--- config.mk ---
export PLATFORM = sky130hd
export DESIGN_NAME = flap_debounce_flat
export DESIGN_NICKNAME = d
export VERILOG_FILES = /design/src/rtl/flap_debounce_if.sv /design/src/rtl/flap_debounce.sv /design/src/flat_wrapper.sv
export SDC_FILE = /design/constraint.sdc
export NUM_CORES = 1
export LEC_CHECK = 0
export ABC_AREA = 1
export CAP_MARGIN = 40
export CORE_MARGIN = 2
export CORE_UTILIZATION = 40
export DETAILED_ROUTE_END_ITERATION = 7
export DONT_BUFFER_PORTS = 1
export GPL_TIMING_DRIVEN = 0
export REMOVE_ABC_BUFFERS = 1
export SYNTH_ARGS = -nofsm -noshare
export SYNTH_HDL_FRONTEND = slang
export SYNTH_SLANG_ARGS = --single-unit
--- constraint.sdc ---
create_clock -name clk -period 1.96 [get_ports clk]
set_clock_uncertainty 0.2 [all_clocks]
set_input_delay 0.098 -clock clk [delete_from_list [all_inputs] [get_ports clk]]
set_output_delay 0.098 -clock clk [all_outputs]
set_load 0.01 [all_outputs]
--- src/rtl/flap_debounce_if.sv ---
// Player-button / flap bus between the input front end and the debouncer.
// The front end is the master (drives the button level and the game-running
// qualifier); the debouncer is the slave (returns the flap pulse and status).
interface flap_debounce_if;
  logic       btn_sync;
  logic       enable;
  logic       flap;
  logic       btn_level;
  logic [7:0] flap_count;

  modport master (
    output btn_sync, enable,
    input  flap, btn_level, flap_count
  );

  modport slave (
    input  btn_sync, enable,
    output flap, btn_level, flap_count
  );
endinterface

--- src/rtl/flap_debounce.sv ---
// Button debouncer and flap pulse generator.
// A level change is accepted after DEBOUNCE_CYCLES identical samples; each
// accepted press issues one flap pulse, gated by enable and a cooldown window.
// Optional feature macro: FLAP_AUTOREPEAT_EN -- while the button is held, a
// repeat counter requests another flap every REPEAT_CYCLES cycles.
module flap_debounce #(
  parameter int unsigned DEBOUNCE_CYCLES = 4,
  parameter int unsigned COOLDOWN_CYCLES = 8,
  parameter int unsigned REPEAT_CYCLES   = 10
) (
  input  logic           clk,
  input  logic           reset,
  flap_debounce_if.slave bus
);

  typedef enum logic [1:0] {IDLE, CONFIRM_HI, HELD, CONFIRM_LO} state_t;

  localparam int CW  = $clog2(DEBOUNCE_CYCLES) + 1;
  localparam int CDW = $clog2(COOLDOWN_CYCLES) + 1;
  localparam logic [CW-1:0]  DB_LAST = CW'(DEBOUNCE_CYCLES - 1);
  localparam logic [CDW-1:0] CD_LOAD = CDW'(COOLDOWN_CYCLES);

  // Reject out-of-range configurations at elaboration.
  if (DEBOUNCE_CYCLES < 1 || DEBOUNCE_CYCLES > 255) begin : g_bad_db
    $error("DEBOUNCE_CYCLES out of range 1..255");
  end
  if (COOLDOWN_CYCLES > 255) begin : g_bad_cd
    $error("COOLDOWN_CYCLES out of range 0..255");
  end
  if (REPEAT_CYCLES < 1 || REPEAT_CYCLES > 255) begin : g_bad_rpt
    $error("REPEAT_CYCLES out of range 1..255");
  end

  state_t         state, state_n;
  logic [CW-1:0]  cnt, cnt_n;
  logic [CDW-1:0] cool, cool_n;
  logic           press;      // HELD entered from the low side this edge
  logic           fire;       // a flap is requested this edge
  logic           cool_ok;
  logic           flap_n;
  logic           level_n;
  logic           flap_q, level_q;
  logic [7:0]     count_q;

`ifdef FLAP_AUTOREPEAT_EN
  localparam int RW = $clog2(REPEAT_CYCLES) + 1;
  localparam logic [RW-1:0] RPT_LAST = RW'(REPEAT_CYCLES - 1);
  logic [RW-1:0] rpt, rpt_n;
  logic          rpt_req;
`endif

  // Debounce FSM next state; cnt counts consecutive samples that disagree
  // with the accepted level, and is zero in IDLE and HELD.
  always_comb begin
    state_n = state;
    cnt_n   = cnt;
    press   = 1'b0;
    case (state)
      IDLE, CONFIRM_HI: begin
        if (bus.btn_sync) begin
          if (cnt == DB_LAST) begin
            state_n = HELD;
            cnt_n   = '0;
            press   = 1'b1;
          end else begin
            state_n = CONFIRM_HI;
            cnt_n   = cnt + CW'(1);
          end
        end else begin
          state_n = IDLE;
          cnt_n   = '0;
        end
      end
      HELD, CONFIRM_LO: begin
        if (!bus.btn_sync) begin
          if (cnt == DB_LAST) begin
            state_n = IDLE;
            cnt_n   = '0;
          end else begin
            state_n = CONFIRM_LO;
            cnt_n   = cnt + CW'(1);
          end
        end else begin
          // A high sample while confirming low is a glitch: back to HELD
          // without a new press.
          state_n = HELD;
          cnt_n   = '0;
        end
      end
      default: begin
        state_n = IDLE;
        cnt_n   = '0;
      end
    endcase
  end

`ifdef FLAP_AUTOREPEAT_EN
  // Auto-repeat: restart on each new press, tick while held, request a flap
  // and restart every REPEAT_CYCLES cycles.
  always_comb begin
    rpt_n   = rpt;
    rpt_req = 1'b0;
    if (press) begin
      rpt_n = '0;
    end else if (state == HELD) begin
      if (rpt == RPT_LAST) begin
        rpt_n   = '0;
        rpt_req = 1'b1;
      end else begin
        rpt_n = rpt + RW'(1);
      end
    end
  end
`endif

  // Flap gating and cooldown. The window counts as closed when the cooldown
  // register is at 1 or 0, so a press landing on the edge where it reaches
  // 0 still flaps (flaps are COOLDOWN_CYCLES edges apart at minimum).
  always_comb begin
    fire = press;
`ifdef FLAP_AUTOREPEAT_EN
    if (rpt_req) fire = 1'b1;
`endif
    cool_ok = (cool <= CDW'(1));
    flap_n  = fire & bus.enable & cool_ok;
    level_n = (state_n == HELD) || (state_n == CONFIRM_LO);
    cool_n  = cool;
    if (flap_n)
      cool_n = CD_LOAD;
    else if (cool != '0)
      cool_n = cool - CDW'(1);
  end

  // State, counters and registered outputs.
  always_ff @(posedge clk) begin
    if (!reset) begin
      state   <= IDLE;
      cnt     <= '0;
      cool    <= '0;
      flap_q  <= 1'b0;
      level_q <= 1'b0;
      count_q <= '0;
`ifdef FLAP_AUTOREPEAT_EN
      rpt     <= '0;
`endif
    end else begin
      state   <= state_n;
      cnt     <= cnt_n;
      cool    <= cool_n;
      flap_q  <= flap_n;
      level_q <= level_n;
      count_q <= count_q + {7'd0, flap_n};
`ifdef FLAP_AUTOREPEAT_EN
      rpt     <= rpt_n;
`endif
    end
  end

  assign bus.flap       = flap_q;
  assign bus.btn_level  = level_q;
  assign bus.flap_count = count_q;

endmodule

--- src/flat_wrapper.sv ---
// flat-port wrapper written by rule: the top's interface ports become plain ports
module flap_debounce_flat 
#(
  parameter int unsigned DEBOUNCE_CYCLES = 4,
  parameter int unsigned COOLDOWN_CYCLES = 8,
  parameter int unsigned REPEAT_CYCLES   = 10
)
  (clk, reset, bus_btn_sync, bus_enable, bus_flap, bus_btn_level, bus_flap_count);
  flap_debounce_if bus_i ();
  input  logic clk;
  input  logic reset;
  input wire logic [$bits(bus_i.btn_sync)-1:0] bus_btn_sync;
  input wire logic [$bits(bus_i.enable)-1:0] bus_enable;
  output wire logic [$bits(bus_i.flap)-1:0] bus_flap;
  output wire logic [$bits(bus_i.btn_level)-1:0] bus_btn_level;
  output wire logic [$bits(bus_i.flap_count)-1:0] bus_flap_count;
  assign bus_i.btn_sync = bus_btn_sync;
  assign bus_i.enable = bus_enable;
  assign bus_flap = bus_i.flap;
  assign bus_btn_level = bus_i.btn_level;
  assign bus_flap_count = bus_i.flap_count;
  flap_debounce #(.DEBOUNCE_CYCLES(DEBOUNCE_CYCLES), .COOLDOWN_CYCLES(COOLDOWN_CYCLES), .REPEAT_CYCLES(REPEAT_CYCLES)) u_core (.clk(clk), .reset(reset), .bus(bus_i));
endmodule
After elaboration in Yosys (flattened, before gate mapping) --
Cells that the tools add are included.
Storage, ports and cells: output and inout port bits 10, flip-flop bits (word level) 19, logic and storage cells 41
Cells by class: $add $sub $neg 3, reductions and logical operators 7, bitwise logic cells 3, multiplexer cells 14, $lt $le $gt $ge 1, eq/ne operators 6
Operator list (number):
- 3-bit two-way mux | 3
- 8-bit by 1-bit adder with 8-bit output | 1
- 2-bit == test (second input constant) | 4
- 2-bit two-way mux | 4
- 4-bit two-way mux | 2
- 3-bit one-hot mux with 2 select lines | 1
- 2-bit OR reduction | 3
- 4-bit by 1-bit less-or-equal comparator with 1-bit output (second input constant) | 1
- 2-bit one-hot mux with 2 select lines | 1
- 4-bit nonzero test | 1
- 4-bit by 1-bit subtractor with 4-bit output (second input constant) | 1
- 3-bit by 1-bit adder with 3-bit output (second input constant) | 1
- 3-bit by 2-bit == test with 1-bit output (second input constant) | 1
- 1-bit two-way mux | 3
- 1-bit bitwise AND | 2
- 2-bit by 1-bit == test with 1-bit output (second input constant) | 1
- 2-bit logical NOT | 1
- 2-bit nonzero test | 1
- 1-bit logical OR | 1
- 1-bit NOT | 1

Longest topological paths before layout --
Gate-level depths: netlist of the first run.
word-level depth 7, mapped depth 11, gate-level depth less buffers 11

Worst setup path after synthesis of the first run --
Ideal clock, no wire load.
kind register to register, start register u_core.cool[0], end register u_core.count_q[4] (netlist: u_core.bus.flap_count[4]), library setup time 118 ps, arrival 1658 ps, stages on the path, launching flop included 12, buffers on the path 0, path slack -16 ps, clock period less this slack 1976 ps, data required time 1642 ps, cell sequence dfxtp_1 inv_2 ha_1 or2_1 nand3_2 inv_2 ha_1 ha_1 nand2_1 clkinv_1 nand3b_1 a21oi_1
On the way: cells in the longest elaborated chain, start to end 3
RTL lines:
- start: declaration | RTL line flap_debounce.sv:36 | logic [CDW-1:0] cool, cool_n;
- start signal: assignment | RTL line flap_debounce.sv:149 | cool <= cool_n;
- 4-bit by 1-bit less-or-equal comparator with 1-bit output | RTL line flap_debounce.sv:124 | cool_ok = (cool <= CDW'(1));
- 1-bit bitwise AND | RTL line flap_debounce.sv:125 | flap_n = fire & bus.enable & cool_ok;
- via u_core.flap_n | RTL line flap_debounce.sv:40 | logic flap_n;
- 8-bit by 1-bit adder with 8-bit output | RTL line flap_debounce.sv:152 | count_q <= count_q + {7'd0, flap_n};
- end signal: assignment | RTL line flap_debounce.sv:152
- end: declaration | RTL line flap_debounce.sv:43 | logic [7:0] count_q;
The timed path passes the listed nets, and every way through them passes these cells. A chain may end at the register's enable or synchronous reset.

Worst setup path in the final report of the first run --
start register u_core.cool[1], end register u_core.cool[2]
On the way: cells in the longest elaborated chain, start to end 3, elaborated cells on any way between the ends 5, classes of those cells add/sub: 1; order compare: 1; bitwise: 1; reduce/logical: 2
RTL lines (RTL line):
- 4-bit by 1-bit less-or-equal comparator with 1-bit output | flap_debounce.sv:124
- 1-bit bitwise AND | flap_debounce.sv:125
- via u_core.flap_n | flap_debounce.sv:40
- 2-bit OR reduction (no line)
The timed path passes the listed nets, and every way through them passes these cells.

==> results.md, run 1 <==
- Status: finished clean
- Ys Warns: 0
- Synth top area cells: dfxtp_1 (41%), ha_1 (9.1%), nand2_1 (9.1%)
- Netlist cell types: 21
- Port-buffer cells: 0
- Slowest cell on crit path: dlygate4sd3_1
- Total clock sinks: 17
- CTS tree: built
- Via density: 4.48
- Hold path start: u_core.cnt[0]
- Cell total after placement: 137
- Worst endpoint required time: 2.01 ns
- Initial drt markers: 17
- Core Area: 0.00196 sq mm
- Initial antenna violation count: 0
- R2R depth: 7
- Final setup violating endpoints: 0
- Worst path cell trace: inv_2 > ha_2 > or2_4 > nand3_2 > inv_2 > dlygate4sd3_1 > nor2_2
- RSZ-0062 raised after global routing: no
- Worst hold slack: 0.219 ns
- # fillers: 211
- Nature of the critical path endpoint: flip-flop
- I/O Pins: 14
- Pins Over Slew Limit: 0
- Mapped Area: 827 sq um
- Synth Flop Type: dfxtp_1
- Seq/Total Area, Yosys: 0.411
- Avg Cell Area, Syn: 7.45 sq um
- Worst IR Drop VDD: 0.567 mV
- Share of the synthesized area in the top cell type: 0.411
- Worst Setup EP: u_core.cool[2]
- Share of layout cells above drive strength 1: 0.292
- Die area: 0.00245 sq mm
- Placer Congestion: 0.754
- GRT Total Usage: 0.130
- DRT Pass-1 Iters: 4
- Worst setup path start: u_core.cool[1]
- Grt total ovfl: 0
- Post-route ant nets: 0
- First-pass GRT wire length: 2380 um
- Power per Cell Area: 984 mW/mm^2
- Sum Neg Setup Slack: 0 ns
- # diodes: 0
- Reg-to-Reg End: u_core.cool[2]
- Row Count: 16
- HP Class: flip-flop to flip-flop
- EDFF count, synth: 0
- Via count: 659
- Crit path depth: 7
- Asr flop ratio synth: 0
- Worst setup SP type: flip-flop
- Final std cells w/o fill: 147
- Post-layout min period: 1.86 ns
- Tcrit/Tclk final: 0.947
- Max cap viols: 0
- Flops & latches, synth: 17
- Drt wl/cell: 10.2 um
- Mapped Cells: 111
- Area leader, netlist: dfxtp_1
- Register clock-pin slew on the reported worst setup and hold paths: 0.11 ns
- Total CTS buffers: 3
- Final WS setup: 0.104 ns
- Register-to-register setup slack: 0.10 ns
- Hpwl dp: 1090 um
- Static leakage: 0.433 nW
- CP dominant cell by count: inv_2
- Area Overhead vs Synth: 18.3%
- CP Class: flip-flop to flip-flop
- Buf/Inv on CP: 3
- Worst R2R Start: u_core.cool[1]
- Initial Utilization: 0.422
- FMAX: 539 MHz
- Clk_lat worst skew: 0.30 ns
- Vias in the first global route: 591
- Place WS: -0.157 ns
- # H-tree levels: 1
- Rel. slew slack: 0.705
- Drt total wl: 1500 um
- Max incr delay on CP: 0.57 ns
- Dominant cell by count in the synthesized netlist: nand2_1
- Die Wd: 49.5 um
- Largest net degree at the start of global routing: 13
- Die H: 49.5 um
- Slew @ Worst Pin: 0.441 ns
- Max FO, Critical Path: 5
- Total chip power: 0.962 mW
- Critical path's top delay family: buffers and inverters
- Top cells by count, synth: nand2_1 (20), dfxtp_1 (17), nor2_1 (13)
- Clk buf depth: 2
- Final hold violation count: 0
- Root Buffer: clkbuf_4
- Residual DRC: 0
- Final nets: 131
- Worst Path Arrival: 1.91 ns
[worst min path at each step]
| stage | end | slack [ns] | cells after the start |
|---|---|---|---|
| finish | u_core.cnt[0] | 0.22 | 1 |
| global route | u_core.cnt[0] | 0.24 | 1 |
| CTS | u_core.cnt[0] | 0.23 | 1 |
| detailed placement | u_core.bus.flap_count[1] | 0.0003 | 2 |
| global placement | u_core.bus.flap_count[1] | -0.005 | 2 |
| floorplan | u_core.bus.flap_count[0] | -0.009 | 2 |
[report_power, final]
group | leakage, nW | total [mW] | internal (mW) | switching (mW)
clock network | 0.0139 | 0.197 | 0.0778 | 0.119
logic | 0.280 | 0.350 | 0.151 | 0.199
registers | 0.139 | 0.415 | 0.386 | 0.0297
[registers in the layout (all words and copies together), names as in the netlist]
signal,count
u_core.bus.flap,1
u_core.cool,4
u_core.bus.flap_count,8
u_core.bus.btn_level,1
u_core.cnt,3
[routing by layer]
metal	vias up	part of all wire	GRT usage
li1	360	-	-
met1	283	0.44	0.129
met2	12	0.48	0.227
met3	4	0.067	0.0727
met4	0	0.013	0.0417
met5	-	0	0
[layout by cell type, fill, tap and decap left out, types with 2 or more instances in the layout]
cell,count
nand3_1,5
nand3_2,2
nand2_2,4
buf_4,2
o21ai_1,3
nor2_1,13
inv_2,8
inv_1,11
dfxtp_2,2
a21oi_1,5
ha_1,2
ha_4,2
nor2_2,8
dfxtp_1,15
dlygate4sd3_1,4
ha_2,2
clkbuf_4,3
nand2_1,19
nand4_1,2
[cell type report]
| cell class | instances | area, sq um | share of cell area |
|---|---|---|---|
| Timing Repair Buffer | 6 | 55.1 | 0.0563 |
| Clock buffer | 3 | 22.5 | 0.0230 |
| Multi-Input combinational cell | 73 | 442 | 0.451 |
| Clock inverter | 1 | 7.51 | 0.00767 |
| Inverter | 20 | 75.1 | 0.0767 |
| Tap cell | 27 | 33.8 | 0.0345 |
| Sequential cell | 17 | 343 | 0.350 |
[what timing repair did]
item	4_1_cts	5_1_grt
hold buffers	4	0
gates resized for setup	6	6
pin swaps	2	0
hold endpoints to repair	17	0
buffers inserted	1	1
endpoints found under the setup margin	3	2
[through the flow]
step,instance area (sq um),utilization
global placement,856,0.436
detailed placement,856,0.436
floorplan,822,-
CTS,943,0.481
global route,978,0.499
finish,978,0.499
[kinds of logic after synthesis]
group	Yosys count	synth area share
AND/OR/NAND/NOR	56	0.325
buffers and inverters	21	0.0968
flip-flops	17	0.412
AO/OA/AOI/OAI	9	0.0544
adder cells (fa/ha/maj)	6	0.0908
XOR/XNOR	2	0.0212
[worst register-to-register path, delay by kind of cell (launching register included)]
kind                     cells  cell delay, ns
AND/OR/NAND/NOR              3            0.42
buffers and inverters        3            0.67
adder cells (fa/ha/maj)      1            0.17
flip-flops                   1            0.35
No activity file was read; power rests on OpenSTA's default activity.
==> run 2, diff against run 1 <==
PLACE_DENSITY = 0.66   (was default)
==> run 2 against run 1 <==
Routed wire length shrank 2.3%. Final cell count grew 0.68%. Sequential power about the same. Worst setup slack worse by 0.031 ns. Count of clock-buffer cells in the layout is 1 higher. Sequential share of layout area is 1.3 points lower. Flip-flop and latch count is the same. First-iteration DRC count down 53%. Critical path depth is 4 higher. Combinational power rose by 3%. Largest cell class unchanged.
==> results.md, run 2 (synthesis gave the netlist of run 1 again) <==
- Status: finished clean (unchanged)
- Max cap viols: 0 (unchanged)
- Initial Utilization: 0.422 (unchanged)
- Worst setup SP type: flip-flop (unchanged)
- Worst path cell trace: inv_2 > ha_4 > or2_4 > nand3_4 > inv_4 > ha_4 > ha_4 > buf_4 > nand3_2 > nand2_1 > nor2_1 (was inv_2 > ha_2 > or2_4 > nand3_2 > inv_2 > dlygate4sd3_1 > nor2_2)
- Final hold violation count: 0 (unchanged)
- Place WS: -0.181 ns (was -0.157 ns)
- # H-tree levels: 1 (unchanged)
- GRT Total Usage: 0.124 (was 0.130)
- Hpwl dp: 1020 um (was 1090 um)
- Core Area: 0.00196 sq mm (unchanged)
- Clk_lat worst skew: 0.29 ns (was 0.30 ns)
- Nature of the critical path endpoint: flip-flop (unchanged)
- Die H: 49.5 um (unchanged)
- Slew @ Worst Pin: 0.444 ns (was 0.441 ns)
- Via count: 662 (was 659)
- Worst Path Arrival: 1.92 ns (was 1.91 ns)
- Worst setup path start: u_core.cool[0] (was u_core.cool[1])
- Total CTS buffers: 3 (unchanged)
- DP Area: 856 sq um (unchanged)
- Register clock-pin slew on the reported worst setup and hold paths: 0.10 ns (was 0.11 ns)
- Total clock sinks: 17 (unchanged)
- Total chip power: 0.967 mW (was 0.962 mW)
- Port-buffer cells: 0 (unchanged)
- Via density: 4.47 (was 4.48)
- Tcrit/Tclk final: 0.963 (was 0.947)
- Area Overhead vs Synth: 22.8% (was 18.3%)
- # diodes: 0 (unchanged)
- Final core occ: 0.518 (was 0.499)
- Slowest cell on crit path: dfxtp_2 (was dlygate4sd3_1)
- Root Buffer: clkbuf_4 (unchanged)
- Power per Cell Area: 951 mW/mm^2 (was 984 mW/mm^2)
- Final WS setup: 0.0734 ns (was 0.104 ns)
- Largest net degree at the start of global routing: 13 (unchanged)
- FMAX: 530 MHz (was 539 MHz)
- HP Class: flip-flop to flip-flop (unchanged)
- # fillers: 221 (was 211)
- Post-route ant nets: 0 (unchanged)
- Worst endpoint required time: 2.00 ns (was 2.01 ns)
- Die area: 0.00245 sq mm (unchanged)
- Rel. slew slack: 0.703 (was 0.705)
- Pins Over Slew Limit: 0 (unchanged)
- Grt total ovfl: 0 (unchanged)
- Sum Neg Setup Slack: 0 ns (unchanged)
- Drt total wl: 1460 um (was 1500 um)
- Hold path start: u_core.cnt[0] (unchanged)
- Residual DRC: 0 (unchanged)
- Clk buf depth: 2 (unchanged)
- Worst hold slack: 0.228 ns (was 0.219 ns)
- Initial drt markers: 8 (was 17)
- Die Wd: 49.5 um (unchanged)
- Worst IR Drop VDD: 0.544 mV (was 0.567 mV)
- Drt wl/cell: 9.87 um (was 10.2 um)
- Vias in the first global route: 587 (was 591)
- Static leakage: 0.439 nW (was 0.433 nW)
- I/O Pins: 14 (unchanged)
- Cell total after placement: 137 (unchanged)
- CP dominant cell by count: ha_4 (was inv_2)
- DRT Pass-1 Iters: 4 (unchanged)
- Final nets: 132 (was 131)
- Worst R2R Start: u_core.cool[0] (was u_core.cool[1])
- Commonest cells after routing, fill and taps aside: nand2_1 (19), dfxtp_1 (15), nor2_1 (13) (unchanged)
- Commonest non-fill, non-tap cell in the layout: nand2_1 (unchanged)
- Share of layout cells above drive strength 1: 0.298 (was 0.292)
- Largest register FFs: 8 (unchanged)
- Max FO, Critical Path: 5 (unchanged)
- Row Count: 16 (unchanged)
- CP Class: flip-flop to flip-flop (unchanged)
- First-pass GRT wire length: 2290 um (was 2380 um)
- CTS tree: built (unchanged)
- Final setup violating endpoints: 0 (unchanged)
- Post-layout min period: 1.89 ns (was 1.86 ns)
- Fin area: 0.00102 sq mm (was 978 sq um)
- Max incr delay on CP: 0.35 ns (was 0.57 ns)
- Placer Congestion: 0.759 (was 0.754)
- Initial antenna violation count: 0 (unchanged)
- Final std cells w/o fill: 148 (was 147)
## run 2: changes by cell type in the layout (fill, tap and decap cells not counted), sizes merged
cell	change
inv	-1
clkinvlp	-1
clkbuf	+1
buf	+1
clkinv	+1
## run 2: critical path, delay by kind of cell, from the launching register on
family | cells | cell delay [ns]
adders and majority gates | 3 | 0.49
buffers and inverters | 3 | 0.24
DFF | 1 | 0.35
and+or+nand+nor | 5 | 0.56
## run 2: final timing paths
path | to | slack (ns) | cells after the start
setup / recovery | u_core.bus.flap_count[6] | 0.07 | 11
hold / removal | u_core.cnt[0] | 0.23 | 1
hold reg to reg | u_core.cnt[0] | 0.23 | 1
setup reg to reg | u_core.bus.flap_count[6] | 0.07 | 11
## run 2: what timing repair did
action / 4_1_cts / 5_1_grt
hold buffers: 4 / 0
pin swaps: 2 / 2
hold endpoints to repair: 17 / 0
resized for setup: 7 / 11
buffers inserted: 2 / 1
setup endpoints to repair: 4 / 3
## run 2: metal layers
layer,part of all wire,up-vias,track usage
met5,0,-,0
met4,0.018,0,0.0694
met3,0.060,5,0.0576
met2,0.45,15,0.194
met1,0.47,281,0.140
li1,-,361,-
## run 2: cell type report
cell class                      count  area (sq um)  area share
Sequential cell                    17           343       0.337
Multi-Input combinational cell     73           469       0.462
Tap cell                           27          33.8      0.0333
Timing Repair Buffer                7          62.6      0.0616
Clock buffer                        4          26.3      0.0259
Inverter                           20          81.3      0.0800
## run 2: report_power, final
part	leakage (nW)	internal [mW]	switching, mW
logic	0.285	0.155	0.208
registers	0.139	0.386	0.0311
clock network	0.0150	0.0792	0.108
total	0.439	0.619	0.347
